$ cat config.mk
export PLATFORM = sky130hd
export DESIGN_NAME = i2s_tx_fifo
export DESIGN_NICKNAME = d
export VERILOG_FILES = /design/src/rtl/i2s_tx_fifo.sv
export SDC_FILE = /design/constraint.sdc
export NUM_CORES = 1
export LEC_CHECK = 0
export BUFFER_PORTS_ARGS = -buffer_cell sky130_fd_sc_hd__buf_4
export CORE_ASPECT_RATIO = 0.7
export CORE_MARGIN = 2
export CORE_UTILIZATION = 64
export CTS_BUF_LIST = sky130_fd_sc_hd__clkbuf_8
export CTS_CLUSTER_SIZE = 8
export DETAILED_ROUTE_END_ITERATION = 6
export PLACE_DENSITY = 0.81
export SYNTH_ARGS = -nofsm -noshare
export SYNTH_HDL_FRONTEND = slang
export SYNTH_SLANG_ARGS = --single-unit
$ cat constraint.sdc
create_clock -name clk -period 6.86 [get_ports clk]
set_input_delay 1.372 -clock clk [delete_from_list [all_inputs] [get_ports clk]]
set_output_delay 1.372 -clock clk [all_outputs]
set_load 0.01 [all_outputs]
$ cat src/rtl/i2s_tx_fifo.sv
// Stereo sample FIFO in the I2S clock domain: valid/ready write side, rd_en/rd_valid read side,
// with priming before playback and zero-fill plus counted underruns when starved.
module i2s_tx_fifo #(
   parameter int unsigned DW        = 24,
   parameter int unsigned DEPTH     = 16,
   parameter int unsigned START_LVL = 8,
   parameter int unsigned LW        = $clog2(DEPTH) + 1
) (
   input  logic          clk,
   input  logic          rst,
   input  logic [DW-1:0] s_ldata,
   input  logic [DW-1:0] s_rdata,
   input  logic          s_valid,
   output logic          s_ready,
   input  logic          rd_en,
   output logic [DW-1:0] ldata,
   output logic [DW-1:0] rdata,
   output logic          rd_valid,
   output logic [LW-1:0] level,
   output logic          running,
   output logic          underrun,
   output logic [15:0]   underrun_cnt,
   input  logic          clr_underrun
);

   localparam int unsigned AW = LW - 1;

   typedef enum logic [0:0] {StPrime, StRun} state_t;

   state_t          r_state;
   state_t          w_state_nxt;
   logic [2*DW-1:0] r_mem [DEPTH];
   logic [LW-1:0]   r_wr_ptr;
   logic [LW-1:0]   r_rd_ptr;
   logic [LW-1:0]   w_level;
   logic            w_wr;
   logic            w_pop;
   logic            w_underrun;
   logic            r_rd_valid;
   logic [DW-1:0]   r_ldata;
   logic [DW-1:0]   r_rdata;
   logic            r_underrun;
   logic [15:0]     r_underrun_cnt;

   // Pointers carry one extra wrap bit so their difference spans 0..DEPTH.
   assign w_level = r_wr_ptr - r_rd_ptr;
   assign s_ready = (w_level != LW'(DEPTH));
   assign w_wr    = s_valid && s_ready;

   always_ff @(posedge clk or posedge rst) begin
      if (rst) begin
         r_state <= StPrime;
      end else begin
         r_state <= w_state_nxt;
      end
   end

   always_comb begin
      w_state_nxt = r_state;
      w_pop       = 1'b0;
      w_underrun  = 1'b0;
      unique case (r_state)
         StPrime: begin
            if (w_level >= LW'(START_LVL)) begin
               w_state_nxt = StRun;
            end
         end
         StRun: begin
            if (rd_en) begin
               if (w_level == '0) begin
                  w_underrun  = 1'b1;
                  w_state_nxt = StPrime;
               end else begin
                  w_pop = 1'b1;
               end
            end
         end
         default: w_state_nxt = StPrime;
      endcase
   end

   // Storage is not reset; pointers alone define what is valid.
   always_ff @(posedge clk) begin
      if (w_wr) begin
         r_mem[r_wr_ptr[AW-1:0]] <= {s_ldata, s_rdata};
      end
   end

   always_ff @(posedge clk or posedge rst) begin
      if (rst) begin
         r_wr_ptr <= '0;
         r_rd_ptr <= '0;
      end else begin
         if (w_wr) begin
            r_wr_ptr <= r_wr_ptr + LW'(1);
         end
         if (w_pop) begin
            r_rd_ptr <= r_rd_ptr + LW'(1);
         end
      end
   end

   always_ff @(posedge clk or posedge rst) begin
      if (rst) begin
         r_rd_valid <= 1'b0;
         r_ldata    <= '0;
         r_rdata    <= '0;
      end else begin
         r_rd_valid <= rd_en;
         if (rd_en) begin
            if (w_pop) begin
               {r_ldata, r_rdata} <= r_mem[r_rd_ptr[AW-1:0]];
            end else begin
               r_ldata <= '0;
               r_rdata <= '0;
            end
         end
      end
   end

   // An underrun in the same cycle as a clear restarts the count at one.
   always_ff @(posedge clk or posedge rst) begin
      if (rst) begin
         r_underrun     <= 1'b0;
         r_underrun_cnt <= '0;
      end else if (w_underrun) begin
         r_underrun <= 1'b1;
         if (clr_underrun) begin
            r_underrun_cnt <= 16'd1;
         end else if (r_underrun_cnt != 16'hFFFF) begin
            r_underrun_cnt <= r_underrun_cnt + 16'd1;
         end
      end else if (clr_underrun) begin
         r_underrun     <= 1'b0;
         r_underrun_cnt <= '0;
      end
   end

   assign ldata        = r_ldata;
   assign rdata        = r_rdata;
   assign rd_valid     = r_rd_valid;
   assign level        = w_level;
   assign running      = (r_state == StRun);
   assign underrun     = r_underrun;
   assign underrun_cnt = r_underrun_cnt;

endmodule

==> summary.md <==
| Metric | Value |
|---|---|
| CP Cell Sequence | `inv_1, fa_1, or3b_1, nor4_4, o211ai_2, buf_4` |
| CTS tree | `yes` |
| Clk sinks | `around 850` |
| Number of synthesized register bits | `approximately 850` |
| Clock slew at reported path FFs | `0.06 ns` |
| Critical Path Start Type | `flip-flop` |
| Worst-Margin Slew | `approximately 1.2 ns` |
| Max-slew headroom | `0.1975` |
| Peak VDD IR | `roughly 480 uV` |
| Detailed-route DRC error count | `0` |
| Post-cts sizing count | `0` |
| Global-route wire length before repair | `approximately 110 mm` |
| Slowest CP cell | `dfrtp_4` |
| Worst hold path class | `reg2reg` |
| Critical setup path kind | `reg2out` |
| Max-slew violations | `0` |
| Area share of the largest cell type after synthesis | `0.7043` |
| Yosys top cell by area | `edfxtp_1` |
| Post-synthesis average cell area | `18.84 um2` |
| Total wire length | `73.05 mm` |
| Nets@finish | `around 2,000` |
| Period minus WS final | `about 4.8 ns` |
| Post-synthesis sequential area ratio | `0.7631` |
| Post-CTS setup buffer count | `0` |
| # setup viols final | `0` |
| Dpl hpwl | `between 40 and 50 mm` |
| Largest net degree at the start of global routing | `~160` |
| Setup crit end kind | `primary output` |
| Setup tns final | `0 ns` |
| EDFF count, synth | `about 770` |
| Period Utilization, post-route | `0.6977` |
| Die outline height | `between 150 and 200 um` |
| Tot Pwr | `approximately 15 mW` |
| Top Ports | `roughly 130` |
| Initial Util | `0.6462` |
| Drt first pass iters | `5` |
| CP peak stage delay | `0.84 ns` |
| Setup Skew | `0.03256 ns` |
| RD Place Congestion | `approximately 0.84` |
| Fmax | `around 210 MHz` |
| Std cell rows | `a little under 70` |
| CTS Buf Count | `between 100 and 150` |
| Die width | `roughly 270 um` |
| Initial antenna violation count | `0` |
| Core Footprint | `between 50,000 and 60,000 um2` |
| Worst slack, placed | `between 2 and 2.5 ns` |
| Grt total ovfl | `0` |
| Port-buffer cells | `approximately 130` |
| Unrepaired setup endpoints after global routing | `no` |
| Area Overhead vs Synth | `11.89%` |
| Min Hold Slack | `0.4932 ns` |
| Htree depth | `3` |
| Final Hold Viols | `0` |
| Skew-Pair Late Insertion Delay | `roughly 0.74 ns` |
| Iter 0 DRT Violations | `between 2,000 and 2,500` |
| Die ar. | `approximately 53,000 um2` |
| Root cell of the clock tree | `clkbuf_8` |
| Vias in the first global route | `around 18,000` |
| Cells after Synth | `between 1,500 and 2,000` |
| Post-route setup slack | `~2.1 ns` |
| Utilization after layout | `0.7230` |
| Mapped Nets | `approximately 1,800` |
| Largest cells by area after synthesis | `edfxtp_1, mux4_2, dfrtp_1, nand2_1, a21oi_1` |
| CP Data Required Time | `between 5 and 6 ns` |
| Drt via density | `around 6.4` |
| Predominant post-synthesis flop cell | `edfxtp_1` |
| Share of layout cells above drive strength 1 | `0.2576` |
| CP Max Fanout | `41` |
| Ant diodes | `0` |
| Cell area after synthesis | `approximately 33,000 um2` |
| DR WL/cell | `27.13 um` |
| Netlist cell types | `55` |
| Max Cap Viol | `0` |
| Cell Pwr Density | `slightly above 400 nW/um2` |
| CTS Buffer Depth | `3` |
| Worst path arrival time | `approximately 3.4 ns` |
| Leak Pwr | `approximately 13 nW` |
| Outcome | `completed` |
| Cts hold-fix bufs | `0` |
| GRT Util Overall | `0.2822` |
| Ys async rst share | `0.09112` |
| Antenna-violating nets left | `0` |
| DR vias | `between 15,000 and 20,000` |
| Yosys warns | `0` |
==> per-stage QoR <==
| stage | instance area (um2) | instances |
|---|---|---|
| 4_1_cts | 36640 | 2693 |
| 3_5_place_dp | 34500 | 2474 |
| 5_1_grt | 36640 | 2693 |
| 2_1_floorplan | 32750 | 1738 |
| 3_3_place_gp | 34500 | 2474 |
| 6_report | 36640 | 2693 |
==> layout by cell type (no fill, tap or decap), drive strengths merged, types with 5 or more instances in the layout <==
cell type,count
nand2,251
o22ai,50
clkinv,5
nor2,21
mux2,6
and3,6
nor3,9
or4,9
mux4,192
inv,147
o31ai,7
nand2b,5
clkbuf,129
buf,154
dfrtp,77
xnor2,9
ha,10
edfxtp,768
a21oi,108
nand3,15
==> worst paths after layout <==
kind | depth (start not counted) | startpoint | slack (ns) | to
worst max-delay path | 6 | r_rd_ptr[1] | 2.07 | s_ready
worst min-delay path | 1 | r_rd_ptr[4] | 0.49 | r_rd_ptr[4]
worst max register to register | 9 | r_rd_ptr[1] | 2.44 | r_mem[4][25]
worst min register to register | 1 | r_rd_ptr[4] | 0.49 | r_rd_ptr[4]
max in group asynchronous | 3 | rst | 5.11 | r_rd_ptr[3]
min in group asynchronous | 2 | rst | 0.67 | ldata[15]
==> routing by layer <==
metal | share of wire | GRT usage | vias to the layer above
met5 | 0 | 0 | -
met4 | 0.015 | 0.07025 | 0
met3 | 0.097 | 0.05710 | 107
met2 | 0.48 | 0.4362 | 1006
met1 | 0.40 | 0.4249 | 8906
li1 | - | - | 7251
==> power by group <==
group | switching (mW) | leakage [nW] | internal (mW)
logic | 2.76 | 3.43 | 1.98
registers | 0.378 | 7.91 | 6.32
clock network | 1.82 | 1.39 | 1.72
total | 4.96 | 12.7 | 10.0
==> synthesized netlist by cell type (all sizes together), types with 4 or more instances <==
| master | count |
|---|---|
| edfxtp | 768 |
| nand2 | 251 |
| mux4 | 192 |
| a21oi | 108 |
| dfrtp | 77 |
| inv | 62 |
| clkbuf | 50 |
| o22ai | 50 |
| buf | 42 |
| nor2 | 21 |
| nand3 | 15 |
| ha | 10 |
| nor3 | 9 |
| or4 | 9 |
| xnor2 | 9 |
| o31ai | 7 |
| and3 | 6 |
| mux2 | 6 |
| nand2b | 5 |
| nand4 | 4 |
| nor2b | 4 |
| o21ai | 4 |
==> cells by family (layout without fill, tap and decap cells) <==
| group | Yosys count | after routing | share of synthesized area |
|---|---|---|---|
| AOI/OAI and AO/OA | 181 | 181 | 0.03198 |
| xor gates and xnor gates | 10 | 10 | 0.002904 |
| adders and majority gates | 11 | 11 | 0.004432 |
| buffers and inverters | 154 | 435 | 0.01876 |
| DFF | 845 | 845 | 0.7631 |
| muxes | 199 | 199 | 0.1344 |
| and+or+nand+nor | 338 | 338 | 0.04440 |
==> registers in the layout, summed over array words and instances (netlist names) <==
| register | flops |
|---|---|
| r_wr_ptr | 5 |
| r_mem | 768 |
| running | 1 |
| rd_valid | 1 |
| r_rd_ptr | 5 |
| underrun | 1 |
| rdata | 24 |
| underrun_cnt | 16 |
| ldata | 24 |
==> final cells by class <==
cell class | count | area [um2]
Clock inverter | 90 | 365.4
Clock buffer | 129 | 1775
Inverter | 62 | 236.5
Multi-Input combinational cell | 739 | 7248
Timing Repair Buffer | 154 | 1169
Sequential cell | 845 | 25000
Tap cell | 674 | 843.3
Fill cell | 2896 | 14040
==> worst max-delay path: cells and delay by family, from the launching register on <==
family / cells / cell delay, ns
buf+inv: 2 / 0.40
compound gates: 1 / 0.24
simple gates: 2 / 0.67
flops: 1 / 0.84
fa+ha+maj: 1 / 0.55
Note: power is estimated with default switching activity, not from simulation.
